**src/rtl/timer_pkg.sv**
```systemverilog
// timer_pkg: register map, control/status bit positions and write-strobe bundle for the APB timer
package timer_pkg;
  localparam logic [7:0] TDR_ADDR  = 8'h00;
  localparam logic [7:0] TCR_ADDR  = 8'h01;
  localparam logic [7:0] TSR_ADDR  = 8'h02;
  localparam logic [7:0] TCNT_ADDR = 8'h03;
  localparam int TCR_LOAD = 7;
  localparam int TCR_DOWN = 5;
  localparam int TCR_EN   = 4;
  localparam logic [7:0] TCR_MASK = 8'hB3;
  localparam int TSR_OVF = 0;
  localparam int TSR_URF = 1;
  typedef struct packed {
    logic tdr;
    logic tcr;
    logic tsr;
  } wr_t;
endpackage

```
**src/rtl/timer_if.sv**
```systemverilog
// timer_if: APB signal bundle between the SoC master and the timer slave
interface timer_if #(parameter int ADDR_WIDTH = 8, parameter int DATA_WIDTH = 8);
  logic                  PSEL;
  logic                  PENABLE;
  logic                  PWRITE;
  logic [ADDR_WIDTH-1:0] PADDR;
  logic [DATA_WIDTH-1:0] PWDATA;
  logic [DATA_WIDTH-1:0] PRDATA;
  logic                  PREADY;
  logic                  PSLVERR;
  modport master (output PSEL, PENABLE, PWRITE, PADDR, PWDATA, input PRDATA, PREADY, PSLVERR);
  modport slave  (input PSEL, PENABLE, PWRITE, PADDR, PWDATA, output PRDATA, PREADY, PSLVERR);
endinterface

```
**src/rtl/timer_apb.sv**
```systemverilog
// timer_apb: zero-wait APB decode, read mux, error flag and register write strobes
module timer_apb import timer_pkg::*; #(
  parameter int ADDR_WIDTH = 8,
  parameter int DATA_WIDTH = 8
) (
  timer_if.slave               bus,
  input  logic [DATA_WIDTH-1:0] tdr,
  input  logic [DATA_WIDTH-1:0] tcr,
  input  logic [DATA_WIDTH-1:0] tsr,
  input  logic [DATA_WIDTH-1:0] tcnt,
  output wr_t                   wr
);
  logic PREADY;
  logic hit;
  logic wr_en;
  assign PREADY = bus.PSEL & bus.PENABLE;
  assign hit = bus.PADDR <= ADDR_WIDTH'(TCNT_ADDR);
  // commits are gated by PREADY so a stalled access phase writes nothing
  assign wr_en = PREADY & bus.PWRITE & hit;
  assign wr.tdr = wr_en & (bus.PADDR == ADDR_WIDTH'(TDR_ADDR));
  assign wr.tcr = wr_en & (bus.PADDR == ADDR_WIDTH'(TCR_ADDR));
  assign wr.tsr = wr_en & (bus.PADDR == ADDR_WIDTH'(TSR_ADDR));
  assign bus.PREADY = PREADY;
  assign bus.PSLVERR = bus.PSEL & bus.PENABLE & ~hit;
  always_comb begin
    bus.PRDATA = '0;
    if (bus.PSEL & ~bus.PWRITE)
      bus.PRDATA = (bus.PADDR == ADDR_WIDTH'(TDR_ADDR)) ? tdr :
                   (bus.PADDR == ADDR_WIDTH'(TCR_ADDR)) ? tcr :
                   (bus.PADDR == ADDR_WIDTH'(TSR_ADDR)) ? tsr :
                   (bus.PADDR == ADDR_WIDTH'(TCNT_ADDR)) ? tcnt : '0;
  end
endmodule

```
**src/rtl/timer_counter.sv**
```systemverilog
// timer_counter: TDR/TCR/TSR registers, load/tick edge detection and the up/down counter
module timer_counter import timer_pkg::*; #(
  parameter int DATA_WIDTH = 8
) (
  input  logic                  PCLK,
  input  logic                  PRESET_n,
  input  wr_t                   wr,
  input  logic [DATA_WIDTH-1:0] wdata,
  input  logic                  Clock_counter,
  output logic [DATA_WIDTH-1:0] tdr,
  output logic [DATA_WIDTH-1:0] tcr,
  output logic [DATA_WIDTH-1:0] tsr,
  output logic [DATA_WIDTH-1:0] tcnt
);
  logic cc_q, load_q, tick, load, step, down, ovf_set, urf_set;
  logic [DATA_WIDTH-1:0] tsr_clr, tsr_set;
  assign tick = Clock_counter & ~cc_q;
  assign load = tcr[TCR_LOAD] & ~load_q;
  assign down = tcr[TCR_DOWN];
  assign step = tcr[TCR_EN] & tick & ~load;
  assign ovf_set = step & ~down & (tcnt == '1);
  assign urf_set = step & down & (tcnt == '0);
  assign tsr_clr = wr.tsr ? wdata : '0;
  // a hardware set lands after the clear so it wins in the same cycle
  assign tsr_set = DATA_WIDTH'({urf_set, ovf_set});
  always_ff @(posedge PCLK or posedge PRESET_n)
    if (PRESET_n) begin
      tdr <= '0;
      tcr <= '0;
      tsr <= '0;
      tcnt <= '0;
      cc_q <= 1'b0;
      load_q <= 1'b0;
    end else begin
      cc_q <= Clock_counter;
      load_q <= tcr[TCR_LOAD];
      if (wr.tdr) tdr <= wdata;
      if (wr.tcr) tcr <= wdata & DATA_WIDTH'(TCR_MASK);
      tsr <= (tsr & ~tsr_clr) | tsr_set;
      tcnt <= load ? tdr : step ? (down ? tcnt - 1'b1 : tcnt + 1'b1) : tcnt;
    end
endmodule

```
**src/rtl/timer_selclk.sv**
```systemverilog
// timer_selclk: free-running prescaler; Clock_counter is PCLK divided by 2/4/8/16
module timer_selclk (
  input  logic       PCLK,
  input  logic       PRESET_n,
  input  logic [1:0] cks,
  output logic       Clock_counter
);
  logic [3:0] div;
  always_ff @(posedge PCLK or posedge PRESET_n)
    if (PRESET_n) div <= '0;
    else div <= div + 4'd1;
  assign Clock_counter = div[cks];
endmodule

```
**src/rtl/timer_top.sv**
```systemverilog
// timer_top: 8-bit programmable up/down timer behind an APB slave port
module timer_top import timer_pkg::*; #(
  parameter int ADDR_WIDTH = 8,
  parameter int DATA_WIDTH = 8
) (
  input  logic   PCLK,
  input  logic   PRESET_n,
  timer_if.slave apb,
  output logic   TMR_OVF,
  output logic   TMR_URF
);
  wr_t wr;
  logic Clock_counter;
  logic [DATA_WIDTH-1:0] tdr, tcr, tsr, tcnt;
  timer_apb #(.ADDR_WIDTH(ADDR_WIDTH), .DATA_WIDTH(DATA_WIDTH)) u_apb (
    .bus(apb), .tdr(tdr), .tcr(tcr), .tsr(tsr), .tcnt(tcnt), .wr(wr)
  );
  timer_selclk u_selclk (
    .PCLK(PCLK), .PRESET_n(PRESET_n), .cks(tcr[1:0]), .Clock_counter(Clock_counter)
  );
  timer_counter #(.DATA_WIDTH(DATA_WIDTH)) u_counter (
    .PCLK(PCLK), .PRESET_n(PRESET_n), .wr(wr), .wdata(apb.PWDATA),
    .Clock_counter(Clock_counter), .tdr(tdr), .tcr(tcr), .tsr(tsr), .tcnt(tcnt)
  );
  assign TMR_OVF = tsr[TSR_OVF];
  assign TMR_URF = tsr[TSR_URF];
endmodule

```
**src/flat_wrapper.sv**
```systemverilog
// flat-port wrapper written by rule: the top's interface ports become plain ports
module timer_top_flat import timer_pkg::*;
#(
  parameter int ADDR_WIDTH = 8,
  parameter int DATA_WIDTH = 8
)
  (PCLK, PRESET_n, TMR_OVF, TMR_URF, apb_PSEL, apb_PENABLE, apb_PWRITE, apb_PADDR, apb_PWDATA, apb_PRDATA, apb_PREADY, apb_PSLVERR);
  timer_if #(.ADDR_WIDTH(ADDR_WIDTH), .DATA_WIDTH(DATA_WIDTH)) apb_i ();
  input  logic PCLK;
  input  logic PRESET_n;
  output logic TMR_OVF;
  output logic TMR_URF;
  input wire logic [$bits(apb_i.PSEL)-1:0] apb_PSEL;
  input wire logic [$bits(apb_i.PENABLE)-1:0] apb_PENABLE;
  input wire logic [$bits(apb_i.PWRITE)-1:0] apb_PWRITE;
  input wire logic [$bits(apb_i.PADDR)-1:0] apb_PADDR;
  input wire logic [$bits(apb_i.PWDATA)-1:0] apb_PWDATA;
  output wire logic [$bits(apb_i.PRDATA)-1:0] apb_PRDATA;
  output wire logic [$bits(apb_i.PREADY)-1:0] apb_PREADY;
  output wire logic [$bits(apb_i.PSLVERR)-1:0] apb_PSLVERR;
  assign apb_i.PSEL = apb_PSEL;
  assign apb_i.PENABLE = apb_PENABLE;
  assign apb_i.PWRITE = apb_PWRITE;
  assign apb_i.PADDR = apb_PADDR;
  assign apb_i.PWDATA = apb_PWDATA;
  assign apb_PRDATA = apb_i.PRDATA;
  assign apb_PREADY = apb_i.PREADY;
  assign apb_PSLVERR = apb_i.PSLVERR;
  timer_top #(.ADDR_WIDTH(ADDR_WIDTH), .DATA_WIDTH(DATA_WIDTH)) u_core (.PCLK(PCLK), .PRESET_n(PRESET_n), .apb(apb_i), .TMR_OVF(TMR_OVF), .TMR_URF(TMR_URF));
endmodule
```
**config.mk**
```make
export PLATFORM = sky130hd
export DESIGN_NAME = timer_top_flat
export DESIGN_NICKNAME = d
export VERILOG_FILES = /design/src/rtl/timer_pkg.sv /design/src/rtl/timer_if.sv /design/src/rtl/timer_apb.sv /design/src/rtl/timer_counter.sv /design/src/rtl/timer_selclk.sv /design/src/rtl/timer_top.sv /design/src/flat_wrapper.sv
export SDC_FILE = /design/constraint.sdc
export NUM_CORES = 1
export LEC_CHECK = 0
export CORE_MARGIN = 2
export CORE_UTILIZATION = 25
export DETAILED_ROUTE_END_ITERATION = 16
export GPL_TIMING_DRIVEN = 0
export SLEW_MARGIN = 20
export SYNTH_ARGS = -nofsm -noshare
export SYNTH_HDL_FRONTEND = slang
export SYNTH_SLANG_ARGS = --single-unit
```
**constraint.sdc**
```tcl
create_clock -name PCLK -period 2.47 [get_ports PCLK]
set_input_delay 0.494 -clock PCLK [delete_from_list [all_inputs] [get_ports PCLK]]
set_output_delay 0.494 -clock PCLK [all_outputs]
set_load 0.03 [all_outputs]
```
==> report_table.html <==
<table>
<tr><th>Metric</th><th>Value</th></tr>
<tr><th colspan="2">Outcome</th></tr>
<tr><td>Status</td><td>finished, final reports clean</td></tr>
<tr><th colspan="2">Final layout</th></tr>
<tr><td>Syn-to-layout area delta</td><td>34.4%</td></tr>
<tr><td>Fin nets</td><td>roughly 260</td></tr>
<tr><td>Ratio of cells with drive above 1 in the final layout</td><td>0.194</td></tr>
<tr><td>Share of the core filled with cells in the final layout</td><td>0.346</td></tr>
<tr><td>Number of antenna cells inserted</td><td>0</td></tr>
<tr><th colspan="2">Worst setup path</th></tr>
<tr><td>Delay of the slowest cell on the worst path</td><td>0.54 ns</td></tr>
<tr><td>Critical Path AT</td><td>roughly 2 ns</td></tr>
<tr><td>Max stage delay cell, worst path</td><td>sky130_fd_sc_hd__or4_4</td></tr>
<tr><td>Endpoint type of the worst setup path</td><td>primary output</td></tr>
<tr><td>CP Cell Sequence</td><td>buf_6 &gt; or4_4 &gt; nor3_4 &gt; nand3b_1 &gt; buf_6 &gt; a221oi_2 &gt; buf_4</td></tr>
<tr><td>Element type at the critical path start</td><td>input pin</td></tr>
<tr><td>Worst-path maximum fanout</td><td>8</td></tr>
<tr><td>Setup slack, reg-to-reg</td><td>0.30 ns</td></tr>
<tr><td>Most used cell, CP</td><td>sky130_fd_sc_hd__buf_6</td></tr>
<tr><td>Required time of the worst setup path</td><td>slightly below 2 ns</td></tr>
<tr><td>Type of the setup path with the least slack</td><td>input pin to primary output</td></tr>
<tr><th colspan="2">Clock tree</th></tr>
<tr><td>CTS sink count</td><td>35</td></tr>
<tr><td>Maximum root-to-sink buffer count</td><td>2</td></tr>
<tr><td>Inserted Clock Buffers</td><td>5</td></tr>
<tr><td>CTS root buffer</td><td>sky130_fd_sc_hd__clkbuf_8</td></tr>
<tr><td>Clock input transition at the sequential cells of the worst setup and hold paths</td><td>0.07 ns</td></tr>
<tr><td>Insertion delay to the later sink of the worst-skew pair</td><td>slightly below 0.3 ns</td></tr>
<tr><td>CTS tree</td><td>done</td></tr>
<tr><td>H-tree lvl count</td><td>2</td></tr>
<tr><th colspan="2">Floorplanning</th></tr>
<tr><td>Row Count</td><td>32</td></tr>
<tr><td>Chip height</td><td>92.9 um</td></tr>
<tr><td>CORE AREA</td><td>7690 um^2</td></tr>
<tr><td>Initial standard-cell utilization of the core</td><td>0.257</td></tr>
<tr><td>Die area</td><td>8640 um^2</td></tr>
<tr><td>Total I/O pin count</td><td>33</td></tr>
<tr><td>Chip width</td><td>just over 90 um</td></tr>
<tr><th colspan="2">Synth</th></tr>
<tr><td>Count of flip-flops with a built-in enable after synthesis</td><td>0</td></tr>
<tr><td>Part of the Yosys area used for sequential elements</td><td>0.443</td></tr>
<tr><td>Number of distinct library cells after synthesis</td><td>43</td></tr>
<tr><td>Cell count after synthesis</td><td>184</td></tr>
<tr><td>Syn Nets</td><td>213</td></tr>
<tr><td>Synthesized flop and latch total</td><td>35</td></tr>
<tr><td>Dominant register cell in the synthesized netlist</td><td>sky130_fd_sc_hd__dfrtp_1</td></tr>
<tr><td>Netlist Area Pre-Place</td><td>roughly 2000 um^2</td></tr>
<tr><td>Count of warnings emitted by yosys</td><td>0</td></tr>
<tr><td>Share of synthesized registers carrying an async set or reset</td><td>1.00</td></tr>
<tr><td>Mean post-synth cell area</td><td>between 10 and 15 um^2</td></tr>
<tr><th colspan="2">Placed design</th></tr>
<tr><td>Number of buffers added on ports</td><td>31</td></tr>
<tr><td>Gpl congestion</td><td>0.809</td></tr>
<tr><td>DP Wirelength</td><td>3510 um</td></tr>
<tr><th colspan="2">GRT</th></tr>
<tr><td>First-pass GRT wire length</td><td>around 8100 um</td></tr>
<tr><td>GRT Total Usage</td><td>0.121</td></tr>
<tr><td>Pin count of the biggest net entering global routing</td><td>36</td></tr>
<tr><td>Residual overflow from global routing</td><td>0</td></tr>
<tr><td>Number of global-route vias before repair</td><td>1631</td></tr>
<tr><td>Number of antenna violations at the first check in global routing</td><td>0</td></tr>
<tr><th colspan="2">Timing</th></tr>
<tr><td>Final clock period utilization by the worst path</td><td>0.989</td></tr>
<tr><td>Slew @ Worst Pin</td><td>0.736 ns</td></tr>
<tr><td>Final-report setup violation count</td><td>0</td></tr>
<tr><td>Final-report max-slew violation count</td><td>0</td></tr>
<tr><td>Shortest period the worst path allows</td><td>2.44 ns</td></tr>
<tr><td>Clock tree skew after final layout</td><td>0.00582 ns</td></tr>
<tr><td>Number of hold violations in the final report</td><td>0</td></tr>
<tr><td>Maximum operating frequency</td><td>0.409 GHz</td></tr>
<tr><td>Slew headroom</td><td>0.509</td></tr>
<tr><td>Setup repair after global routing missed its margin</td><td>yes</td></tr>
<tr><th colspan="2">Route</th></tr>
<tr><td>Final wirelength</td><td>roughly 4800 um</td></tr>
<tr><td>Via-per-instance ratio</td><td>4.70</td></tr>
<tr><td>Router iterations before antenna repair</td><td>4</td></tr>
<tr><td>Antenna-violating nets left</td><td>0</td></tr>
<tr><td>WL per Instance</td><td>between 10 and 15 um</td></tr>
<tr><td>Count of vias placed by the detailed router</td><td>1546</td></tr>
<tr><td>Remaining design rule violation count</td><td>0</td></tr>
<tr><td>DRT iter0 DRCs</td><td>54</td></tr>
<tr><th colspan="2">Power and ir drop</th></tr>
<tr><td>Power density cells</td><td>approximately 650 nW/um^2</td></tr>
<tr><td>Total power consumption of the routed design</td><td>1.72 mW</td></tr>
<tr><td>Peak supply drop</td><td>slightly above 0.7 mV</td></tr>
<tr><td>Leakage component of the power</td><td>1.20 nW</td></tr>
<tr><th colspan="2">Run</th></tr>
<tr><td>Max-cap violations</td><td>0</td></tr>
<tr><th colspan="2">Hold path</th></tr>
<tr><td>Path category of the worst min-delay check</td><td>register to register</td></tr>
</table>
path summary, 6_finish.rpt:
kind / startpoint / to / depth (start not counted)
min in group asynchronous: PRESET_n / u_core.u_counter.tdr[7] / 2
hold / removal: u_core.u_counter.tcr[7] / u_core.u_counter.load_q / 0
setup reg to reg: u_core.u_counter.tcr[5] / u_core.u_counter.tcnt[6] / 8
hold reg to reg: u_core.u_counter.tcr[7] / u_core.u_counter.load_q / 0
max in group asynchronous: PRESET_n / u_core.u_counter.tsr[0] / 2
setup / recovery: apb_PADDR[2] / apb_PRDATA[5] / 7
through the flow:
step / std cells / setup slack (ns) / TNS [ns] / hold WS (ns) / cell area, um^2
final: 329 / 0.0269 / 0 / 0.458 / 2660
after global routing: 329 / -0.0509 / -0.148 / 0.475 / 2660
after CTS: 328 / -0.0286 / -0.105 / 0.460 / 2600
after detailed placement: 317 / -1.14 / -11.85 / 0.444 / 2410
after global placement: 317 / -1.15 / -11.96 / 0.435 / 2410
after floorplan: 184 / -0.242 / -1.21 / 0.407 / 1980
report_power, final:
group	switching, mW	internal [mW]	leakage, nW
sequential	0.0611	0.612	0.474
combinational	0.213	0.204	0.659
clock	0.224	0.403	0.0644
sequential cells by signal, indices dropped and copies added (netlist names):
register,count
u_core.u_counter.tdr,8
u_core.u_selclk.div,4
u_core.u_counter.load_q,1
u_core.u_counter.tcnt,8
u_core.u_counter.tcr,5
u_core.u_counter.cc_q,1
u_core.u_counter.tsr,8
timing repair:
item	CTS	global route
setup buffers	3	1
resized for setup	74	9
hold buffers	0	0
setup endpoints to repair	9	7
pin swaps	4	3
gates cloned	0	0
critical path: cells and delay by family:
| family | cells | cell delay (ns) |
|---|---|---|
| buf+inv | 3 | 0.45 |
| compound gates | 1 | 0.19 |
| simple gates | 3 | 0.81 |
kinds of logic after synthesis:
family          after synthesis  share of synthesized area
mux                          26                      0.153
fa+ha+maj                     8                     0.0544
simple gates                 50                      0.136
compound gates               46                      0.155
buf+inv                      13                     0.0316
flops                        35                      0.443
xor+xnor                      6                     0.0266
layout by cell type, fill, tap and decap left out, drive strengths merged, types with 3 or more instances in the layout:
cell type and n:
a31oi 5, clkbuf 9, mux2i 13, xnor2 4
dfrtp 35, nand2 11, ha 7, mux2 12
inv 5, nor3 6, a221oi 5, nor2 15
nor2b 4, o21a 3, a21oi 9, o21ai 9
clkdlybuf4s50 17, buf 19, a21boi 6
synth_stat cells, types with 2 or more instances:
| library cell | number | share of area |
|---|---|---|
| sky130_fd_sc_hd__clkbuf_1 | 4 | 0.0076 |
| sky130_fd_sc_hd__a21oi_1 | 9 | 0.023 |
| sky130_fd_sc_hd__mux2_4 | 4 | 0.030 |
| sky130_fd_sc_hd__ha_1 | 7 | 0.044 |
| sky130_fd_sc_hd__nand2_1 | 11 | 0.021 |
| sky130_fd_sc_hd__o21ai_0 | 6 | 0.015 |
| sky130_fd_sc_hd__inv_1 | 5 | 0.0095 |
| sky130_fd_sc_hd__buf_2 | 2 | 0.0051 |
| sky130_fd_sc_hd__mux2i_1 | 13 | 0.066 |
| sky130_fd_sc_hd__mux2_1 | 8 | 0.046 |
| sky130_fd_sc_hd__xnor2_1 | 4 | 0.018 |
| sky130_fd_sc_hd__o31a_1 | 2 | 0.0089 |
| sky130_fd_sc_hd__nand3_1 | 2 | 0.0051 |
| sky130_fd_sc_hd__nor3_1 | 5 | 0.013 |
| sky130_fd_sc_hd__nand3b_1 | 2 | 0.0076 |
| sky130_fd_sc_hd__a21o_1 | 2 | 0.0076 |
| sky130_fd_sc_hd__xor2_1 | 2 | 0.0089 |
| sky130_fd_sc_hd__dfrtp_1 | 35 | 0.44 |
| sky130_fd_sc_hd__and2_1 | 2 | 0.0063 |
| sky130_fd_sc_hd__a221oi_1 | 5 | 0.022 |
| sky130_fd_sc_hd__nor2b_1 | 4 | 0.013 |
| sky130_fd_sc_hd__a211oi_1 | 2 | 0.0076 |
| sky130_fd_sc_hd__nor2_1 | 15 | 0.028 |
| sky130_fd_sc_hd__a31oi_1 | 5 | 0.016 |
| sky130_fd_sc_hd__o21a_1 | 3 | 0.011 |
| sky130_fd_sc_hd__o21ai_1 | 3 | 0.0076 |
| sky130_fd_sc_hd__a21boi_0 | 6 | 0.023 |
area by class of cell:
| class | count | area [um^2] |
|---|---|---|
| inverters | 5 | 18.8 |
| multi-input cells | 136 | 1110 |
| fillers | 786 | 5030 |
| well taps | 102 | 128 |
| plain buffers | 8 | 56.3 |
| clock buffers | 5 | 68.8 |
| clock inverters | 3 | 67.6 |
| repair buffers | 35 | 333 |
| flip-flops and latches | 35 | 876 |
routing by layer:
| metal | vias up | track usage | wire length [um] |
|---|---|---|---|
| met5 | - | 0 | 0 |
| met4 | 0 | 0.0600 | 138 |
| met3 | 12 | 0.0228 | 166 |
| met2 | 25 | 0.194 | 2330 |
| met1 | 752 | 0.155 | 2210 |
| li1 | 757 | - | - |
Power figures use the tool's default switching activity.
